[config.mk]
export PLATFORM = sky130hd
export DESIGN_NAME = mb_conta
export DESIGN_NICKNAME = d
export VERILOG_FILES = /design/src/rtl/mb_conta.sv
export SDC_FILE = /design/constraint.sdc
export NUM_CORES = 1
export LEC_CHECK = 0
export CAP_MARGIN = 10
export CORE_ASPECT_RATIO = 2
export CORE_MARGIN = 2
export CORE_UTILIZATION = 63
export CTS_BUF_LIST = sky130_fd_sc_hd__clkbuf_4 sky130_fd_sc_hd__clkbuf_8 sky130_fd_sc_hd__clkbuf_16
export CTS_CLUSTER_SIZE = 20
export DETAILED_ROUTE_END_ITERATION = 7
export DONT_BUFFER_PORTS = 1
export MAX_ROUTING_LAYER = met4
export PLACE_DENSITY = 0.79
export SLEW_MARGIN = 20
export SYNTH_ARGS = -nofsm -noshare
export SYNTH_HDL_FRONTEND = slang
export SYNTH_SLANG_ARGS = --single-unit
[constraint.sdc]
create_clock -name clk -period 2.9 [get_ports clk]
set_input_delay 0.435 -clock clk [delete_from_list [all_inputs] [get_ports clk]]
set_output_delay 0.435 -clock clk [all_outputs]
set_load 0.01 [all_outputs]
[src/rtl/mb_conta.sv]
// Bank-side account responder: balance/PIN store with query, withdraw, deposit and PIN change.
// Optional daily withdrawal cap enabled by defining MB_DAY_LIMIT_EN.
module mb_conta #(
    parameter int             W          = 5,
    parameter logic [W-1:0]   SALDO_INIT = 5'd20,
    parameter logic [W-1:0]   PIN_INIT   = 5'b00110,
    parameter int             MAX_TRIES  = 3,
    parameter logic [W-1:0]   DAY_LIMIT  = 5'd25
) (
    input  logic         clk,
    input  logic         rst_n,
    input  logic         req_valid,
    output logic         req_ready,
    input  logic [1:0]   req_op,
    input  logic [W-1:0] req_pin,
    input  logic [W-1:0] req_val,
    output logic         rsp_valid,
    input  logic         rsp_ready,
    output logic [2:0]   rsp_status,
    output logic [W-1:0] rsp_saldo,
    input  logic         admin_unlock,
    input  logic         day_rst,
    output logic         locked,
    output logic [W-1:0] saldo_out
);

    localparam logic [2:0] ST_OK       = 3'd0;
    localparam logic [2:0] ST_BAD_PIN  = 3'd1;
    localparam logic [2:0] ST_NO_FUNDS = 3'd2;
    localparam logic [2:0] ST_LOCKED   = 3'd3;
    localparam logic [2:0] ST_OVERFLOW = 3'd4;
    localparam logic [2:0] ST_LIMIT    = 3'd5;

    typedef enum logic [1:0] {IDLE = 2'd0, CHECK = 2'd1, RESP = 2'd2} state_t;

    state_t       state_r;
    logic [1:0]   op_r;
    logic [W-1:0] pin_in_r, val_r, saldo_r, pin_r, rsp_saldo_r;
    logic [2:0]   fail_r, rsp_status_r;
    logic         locked_r, req_ready_r, rsp_valid_r;

    logic [2:0]   st_s, fail_nx_s, fail_inc_s;
    logic [W-1:0] saldo_nx_s, pin_nx_s, rsp_sd_s;
    logic         lock_nx_s;
    logic [W:0]   sum_s;

`ifdef MB_DAY_LIMIT_EN
    logic [W:0]   total_r, total_nx_s;
    logic [W+1:0] day_sum_s;
`else
    logic         unused_s;
    assign unused_s = ^{day_rst, DAY_LIMIT};
`endif

    assign sum_s      = {1'b0, saldo_r} + {1'b0, val_r};
    assign fail_inc_s = fail_r + 3'd1;

    // Evaluate the captured request against the stored account state.
    always_comb begin
        st_s       = ST_OK;
        saldo_nx_s = saldo_r;
        pin_nx_s   = pin_r;
        fail_nx_s  = fail_r;
        lock_nx_s  = locked_r;
`ifdef MB_DAY_LIMIT_EN
        total_nx_s = total_r;
        day_sum_s  = {1'b0, total_r} + {2'b00, val_r};
`endif
        if (locked_r) begin
            st_s = ST_LOCKED;
        end else if (pin_in_r != pin_r) begin
            st_s      = ST_BAD_PIN;
            fail_nx_s = fail_inc_s;
            if (fail_inc_s >= 3'(MAX_TRIES)) begin
                lock_nx_s = 1'b1;
            end else begin
                lock_nx_s = 1'b0;
            end
        end else begin
            fail_nx_s = 3'd0;
            case (op_r)
                2'b00: st_s = ST_OK;
                2'b01: begin
`ifdef MB_DAY_LIMIT_EN
                    if (day_sum_s > {2'b00, DAY_LIMIT}) begin
                        st_s = ST_LIMIT;
                    end else if (val_r > saldo_r) begin
                        st_s = ST_NO_FUNDS;
                    end else begin
                        saldo_nx_s = saldo_r - val_r;
                        total_nx_s = day_sum_s[W:0];
                    end
`else
                    if (val_r > saldo_r) begin
                        st_s = ST_NO_FUNDS;
                    end else begin
                        saldo_nx_s = saldo_r - val_r;
                    end
`endif
                end
                2'b10: begin
                    if (sum_s[W]) begin
                        st_s = ST_OVERFLOW;
                    end else begin
                        saldo_nx_s = sum_s[W-1:0];
                    end
                end
                2'b11: pin_nx_s = val_r;
                default: st_s = ST_OK;
            endcase
        end
        // Never leak the balance on a refused authentication.
        if (st_s == ST_BAD_PIN || st_s == ST_LOCKED) begin
            rsp_sd_s = {W{1'b0}};
        end else begin
            rsp_sd_s = saldo_nx_s;
        end
    end

    // Request/response FSM and account registers.
    always_ff @(posedge clk or negedge rst_n) begin
        if (!rst_n) begin
            state_r      <= IDLE;
            op_r         <= 2'b00;
            pin_in_r     <= {W{1'b0}};
            val_r        <= {W{1'b0}};
            saldo_r      <= SALDO_INIT;
            pin_r        <= PIN_INIT;
            fail_r       <= 3'd0;
            locked_r     <= 1'b0;
            req_ready_r  <= 1'b1;
            rsp_valid_r  <= 1'b0;
            rsp_status_r <= 3'd0;
            rsp_saldo_r  <= {W{1'b0}};
`ifdef MB_DAY_LIMIT_EN
            total_r      <= {(W+1){1'b0}};
`endif
        end else begin
            case (state_r)
                IDLE: begin
                    if (req_valid && req_ready_r) begin
                        op_r        <= req_op;
                        pin_in_r    <= req_pin;
                        val_r       <= req_val;
                        req_ready_r <= 1'b0;
                        state_r     <= CHECK;
                    end else begin
                        state_r     <= IDLE;
                    end
                end
                CHECK: begin
                    saldo_r      <= saldo_nx_s;
                    pin_r        <= pin_nx_s;
                    fail_r       <= fail_nx_s;
                    locked_r     <= lock_nx_s;
                    rsp_status_r <= st_s;
                    rsp_saldo_r  <= rsp_sd_s;
`ifdef MB_DAY_LIMIT_EN
                    total_r      <= total_nx_s;
`endif
                    state_r      <= RESP;
                end
                RESP: begin
                    // First RESP cycle raises valid; the response is then held until accepted.
                    if (!rsp_valid_r) begin
                        rsp_valid_r <= 1'b1;
                    end else if (rsp_ready) begin
                        rsp_valid_r <= 1'b0;
                        req_ready_r <= 1'b1;
                        state_r     <= IDLE;
                    end else begin
                        state_r     <= RESP;
                    end
                end
                default: begin
                    state_r     <= IDLE;
                    req_ready_r <= 1'b1;
                    rsp_valid_r <= 1'b0;
                end
            endcase
            if (admin_unlock) begin
                locked_r <= 1'b0;
                fail_r   <= 3'd0;
            end
`ifdef MB_DAY_LIMIT_EN
            if (day_rst) begin
                total_r <= {(W+1){1'b0}};
            end
`endif
        end
    end

    assign req_ready  = req_ready_r;
    assign rsp_valid  = rsp_valid_r;
    assign rsp_status = rsp_status_r;
    assign rsp_saldo  = rsp_saldo_r;
    assign locked     = locked_r;
    assign saldo_out  = saldo_r;

endmodule

==> metrics.cfg, run 1 <==
[grt]
grt_antenna_before_repair = 0
grt-busiest-layer = met2
grt_use_met2_pct = 45.8
first_global_vias = 1744
grt_pass1_wl_mm = 7.49
met1_usage_pct = 24.7
grt_remaining_overflow = 0
track_usage_pct = 26.1
met3_usage_pct = 5.31
grt_max_degree = 39

[synth]
yosysWarnings = 0
synth_ff_type = dfrtp_1
synth_edf_count = 0
yosys.area.top_type = dfrtp_1
synth.avg_cell_area_um2 = 10.1
synthDistinctLibCells = 52
syn-cell-area_um2 = 2250
ys_top_cells_by_count = dfrtp_1, nand2_1, inv_1
synth_top_cell_area_share_pct = 36.7
synthMostInstantiatedCell = dfrtp_1
netlist_instances = 224
synth-async-reset-ratio_pct = 100
synth.area.top_cells = dfrtp_1, ha_1, dfstp_2
syn_nets = 259
yosysSeqAreaShare_pct = 42.5
ys_ff_latch = 38

[floorplan]
start_util_pct = 65.9
die_h_um = 88.6
ioPinCount = 34
fp.coreArea_um2 = 3420
die-area_um2 = 4100
die_x_um = 46.3
rows = 30

[clocking]
cts_tree = yes
clock_sinks = 38
ctsHtreeMaxLevel = 2
clkLatencyLatePin_ns = 0.29
cts_made_buffers = 5
clk_pin_slew_ns = 0.07
clockBufferDepth = 2
root_buffer = clkbuf_8
cts_resized = 0

[final_layout]
area_delta_synth_final_pct = 7.17
num_antenna_cells = 0
fin_util_pct = 70.7
drive_above_1_share_pct = 16.2
stdcell_count = 277
nNetsFinal = 263

[route]
drc_errors = 0
antenna_left = 0
drt_wl_total_mm = 4.61
wire_per_inst_um = 16.6
vias = 1670
drt_iter0_drc = 40
dr.pass1.iters = 4
drt-vias-per-instance = 6.03

[critical_path]
crit_chain = ha_1 -> nor2b_1 -> a2111oi_2 -> a211oi_1 -> a311oi_2 -> nand2_1 -> a221o_1
cp.buffers_inverters = 0
cp_max_fo = 11
max_stage_delay_ns = 0.61
crit_family = compound AO/OA/AOI/OAI gates
cp-start-kind = register
endpoint_kind = register
reg2reg_slack_ns = 0.41
path_class = reg2reg
crit_arrival_ns = 2.67
critPathRequiredTime_ns = 3.07
crit_slowest_cell = dfstp_2

[timing]
clock.fmax_mhz = 401
worst_pin_slew_ns = 0.401
setup_tns_ns = 0
period_minus_slack_ns = 2.49
slew_headroom_pct = 73.2
layout_setup_ws_ns = 0.405
rsz0062_at_grt = false
drv_slew = 0
fin_crit_sh_pct = 86.0
whs_ns = 0.198
clock_skew_ns = 0.00705
setup_viol = 0
hold_viol = 0

[place]
dp_cells = 267
dp_worst_setup_slack_ns = 0.436
place_congestion = 0.905
io_buffers = 0
hpwl_mm = 3.65

[pwr]
power_density_nw_per_um2 = 824
leakagePower_nw = 1.08
vdd_ir_drop_max_mv = 0.538

[run_status]
status = complete, no violations

[job]
max_cap_viol_count = 0

[worst_hold_path]
min_path_type = in2reg

placed cells by master (no fill, tap or decap), drive strengths merged, types with 2 or more instances in the layout:
| master | synthesis | final |
|---|---|---|
| a21oi | 13 | 13 |
| xor2 | 5 | 5 |
| a221o | 2 | 2 |
| nand2b | 9 | 9 |
| a22o | 2 | 2 |
| o21ai | 17 | 17 |
| nor4 | 2 | 2 |
| dfrtp | 33 | 33 |
| nand2 | 22 | 22 |
| o211ai | 3 | 3 |
| inv | 18 | 18 |
| nand3 | 3 | 3 |
| buf | 5 | 3 |
| mux2 | 11 | 11 |
| ha | 15 | 15 |
| fa | 2 | 2 |
| clkbuf | 2 | 7 |
| a211oi | 4 | 4 |
| nor3 | 9 | 9 |
| nor2b | 6 | 6 |
| nor2 | 12 | 12 |
| or2 | 2 | 2 |
| dfstp | 5 | 5 |
metrics by stage:
step	power [W]	instance area (µm²)
4_1_cts	0.00200	2410
5_1_grt	0.00214	2410
2_1_floorplan	0.00142	2250
6_report	0.00199	2410
3_3_place_gp	0.00155	2290
3_5_place_dp	0.00161	2290
layout make-up:
cell class / instances / area, µm²
clock buffer: 7 / 90.1
clock inverter: 1 / 5.00
fill: 258 / 1000
inverter: 18 / 67.6
multi-input combinational: 161 / 1190
sequential: 38 / 957
tap: 48 / 60.1
timing repair buffer: 4 / 45.0
cells by family (layout without fill, tap and decap cells):
group | after synthesis | after routing | synth area share [%]
xor gates and xnor gates | 5 | 5 | 1.94
buffers and inverters | 25 | 30 | 4.72
AOI/OAI and AO/OA | 57 | 57 | 17.9
adders and majority gates | 17 | 17 | 10.1
muxes | 11 | 11 | 5.50
DFF | 38 | 38 | 42.5
and+or+nand+nor | 71 | 71 | 17.3
path summary, 6_finish.rpt:
check | from | end | cells past startpoint
max | saldo_out[2] | rsp_saldo[2] | 7
min | admin_unlock | locked | 1
max reg2reg | saldo_out[2] | rsp_saldo[2] | 7
min reg2reg | pin_r[4] | pin_r[4] | 1
max in group asynchronous | rst_n | pin_r[1] | 2
min in group asynchronous | rst_n | rsp_saldo[4] | 2
report_power, final:
group / total [W] / switching (W) / internal, W
clock network: 0.000371 / 0.000171 / 0.000201
logic: 0.000805 / 0.000480 / 0.000325
registers: 0.000813 / 0.000140 / 0.000673
per-layer routing:
| layer | vias up | wire [µm] |
|---|---|---|
| met4 | 0 | 178 |
| met2 | 52 | 2630 |
| met3 | 16 | 187 |
| met5 | - | 0 |
| met1 | 812 | 1610 |
| li1 | 790 | - |
worst register-to-register path: stages (launching register included):
cell and delay, ns:
dfstp_2 0.61, ha_1 0.36, nor2b_1 0.20, a2111oi_2 0.43, a211oi_1 0.12, a311oi_2 0.28, nand2_1 0.09, a221o_1 0.30
flip-flops by register name (all words and copies together) (netlist names):
signal / cells
rsp_saldo: 5
pin_in_r: 5
rsp_valid: 1
state_r: 2
fail_r: 3
op_r: 2
pin_r: 5
saldo_out: 5
locked: 1
val_r: 5
rsp_status: 3
req_ready: 1
what timing repair did:
item	in CTS	in global routing
endpoints found under the hold margin	38	0
buffers inserted	0	0
hold buffers	2	0
(Power assumes the default switching activity.)
==> run 2: changes to the inputs <==
--- a/config.mk
+++ b/config.mk
@@ -8,13 +8,12 @@
 export CAP_MARGIN = 10
 export CORE_ASPECT_RATIO = 2
 export CORE_MARGIN = 2
-export CORE_UTILIZATION = 63
+export CORE_UTILIZATION = 45
 export CTS_BUF_LIST = sky130_fd_sc_hd__clkbuf_4 sky130_fd_sc_hd__clkbuf_8 sky130_fd_sc_hd__clkbuf_16
 export CTS_CLUSTER_SIZE = 20
 export DETAILED_ROUTE_END_ITERATION = 7
 export DONT_BUFFER_PORTS = 1
 export MAX_ROUTING_LAYER = met4
-export PLACE_DENSITY = 0.79
 export SLEW_MARGIN = 20
 export SYNTH_ARGS = -nofsm -noshare
 export SYNTH_HDL_FRONTEND = slang
==> metrics.cfg, run 2 (synthesis gave the netlist of run 1 again) <==
[pwr]
power_density_nw_per_um2 = 810
vdd_ir_drop_max_mv = 0.384
leakagePower_nw = 1.08

[final_layout]
num_antenna_cells = 0
drive_above_1_share_pct = 16.2
fin_util_pct = 49.8
final_common_cell = dfrtp_1
area_delta_synth_final_pct = 7.50
mostFrequentLayoutCells = dfrtp_1, nand2_1, inv_1
postLayoutCellArea_um2 = 2420
nNetsFinal = 264
stdcell_count = 286

[route]
drc_errors = 0
antenna_left = 0
wire_per_inst_um = 16.6
drt_wl_total_mm = 4.74
dr.pass1.iters = 4
drt_iter0_drc = 27
drt-vias-per-instance = 5.70
vias = 1630

[place]
io_buffers = 0
place_congestion = 0.906
placed_cell_area_um2 = 2310
hpwl_mm = 3.81
dp_cells = 277

[grt]
grt_max_degree = 39
first_global_vias = 1652
grt_pass1_wl_mm = 7.69
grt_antenna_before_repair = 0
track_usage_pct = 19.3
grt_remaining_overflow = 0

[floorplan]
die_h_um = 104
die-area_um2 = 5620
start_util_pct = 46.3
fp.coreArea_um2 = 4860
rows = 36
ioPinCount = 34
die_x_um = 54.0

[clocking]
cts_resized = 0
clock_sinks = 38
clockBufferDepth = 2
cts_tree = yes
clkLatencyLatePin_ns = 0.28
cts_made_buffers = 5
clk_pin_slew_ns = 0.07
hold_buffers = 2
ctsHtreeMaxLevel = 2
root_buffer = clkbuf_8
cts_setup_buffers = 0

[timing]
setup_tns_ns = 0
clock.fmax_mhz = 403
worst_pin_slew_ns = 0.442
drv_slew = 0
slew_headroom_pct = 70.3
fin_crit_sh_pct = 85.5
hold_viol = 0
rsz0062_at_grt = false
period_minus_slack_ns = 2.48
whs_ns = 0.204
clock_skew_ns = 0.00365
setup_viol = 0

[critical_path]
cp-start-kind = register
path_class = reg2reg
endpoint_kind = register
crit_arrival_ns = 2.65
critPathRequiredTime_ns = 3.07
cp_max_fo = 11

[run_status]
status = complete, no violations

[job]
max_cap_viol_count = 0

[worst_hold_path]
min_path_type = in2reg

-- run 2: cell count changes in the layout (fill, tap and decap cells not counted) --
cell,change
clkbuf_4,+1
buf_4,+1
clkinv_2,-1
clkbuf_8,-1
-- run 2: path summary, 6_finish.rpt --
path / startpoint / endpoint / slack (ns) / cells after the start
worst max register to register: saldo_out[2] / rsp_saldo[2] / 0.42 / 7
worst max-delay path: saldo_out[2] / rsp_saldo[2] / 0.42 / 7
worst min register to register: val_r[4] / pin_r[4] / 0.52 / 1
worst min-delay path: admin_unlock / fail_r[2] / 0.20 / 1
max in group asynchronous: rst_n / pin_r[2] / 2.04 / 2
min in group asynchronous: rst_n / rsp_saldo[0] / 0.60 / 2
-- run 2: report_power, final --
part / internal (W) / leakage [nW] / switching, W
Clock: 0.000184 / 0.0452 / 0.000167
Combinational: 0.000327 / 0.552 / 0.000472
Sequential: 0.000673 / 0.484 / 0.000138
-- run 2: area by class of cell --
class / instances / area [µm²]
clock buffer: 7 / 83.8
fill: 463 / 2440
inverter: 18 / 67.6
multi-input combinational: 161 / 1190
sequential: 38 / 957
tap: 57 / 71.3
timing repair buffer: 5 / 52.6
-- run 2: stage by stage --
stage                     worst slack (ns)  total power [W]
after floorplan                      0.702          0.00142
after global placement               0.450          0.00159
after detailed placement             0.429          0.00161
after CTS                            0.416          0.00199
after global routing                 0.261          0.00213
final                                0.422          0.00196
-- run 2: worst max-delay path: stages, from the launching register on --
cell and delay (ns):
dfstp_2 0.61, ha_1 0.34, nor2b_1 0.25, a211oi_1 0.11, o311a_1 0.40, nor3_2 0.26
nand2_1 0.09, a221o_1 0.30
-- run 2: metal layers --
metal	track usage [%]	part of all wire, %	vias to the layer above
li1	-	-	798
met1	18.5	35	785
met2	34.5	58	35
met3	3.45	3.1	12
met4	9.64	3.4	0
met5	-	0	-
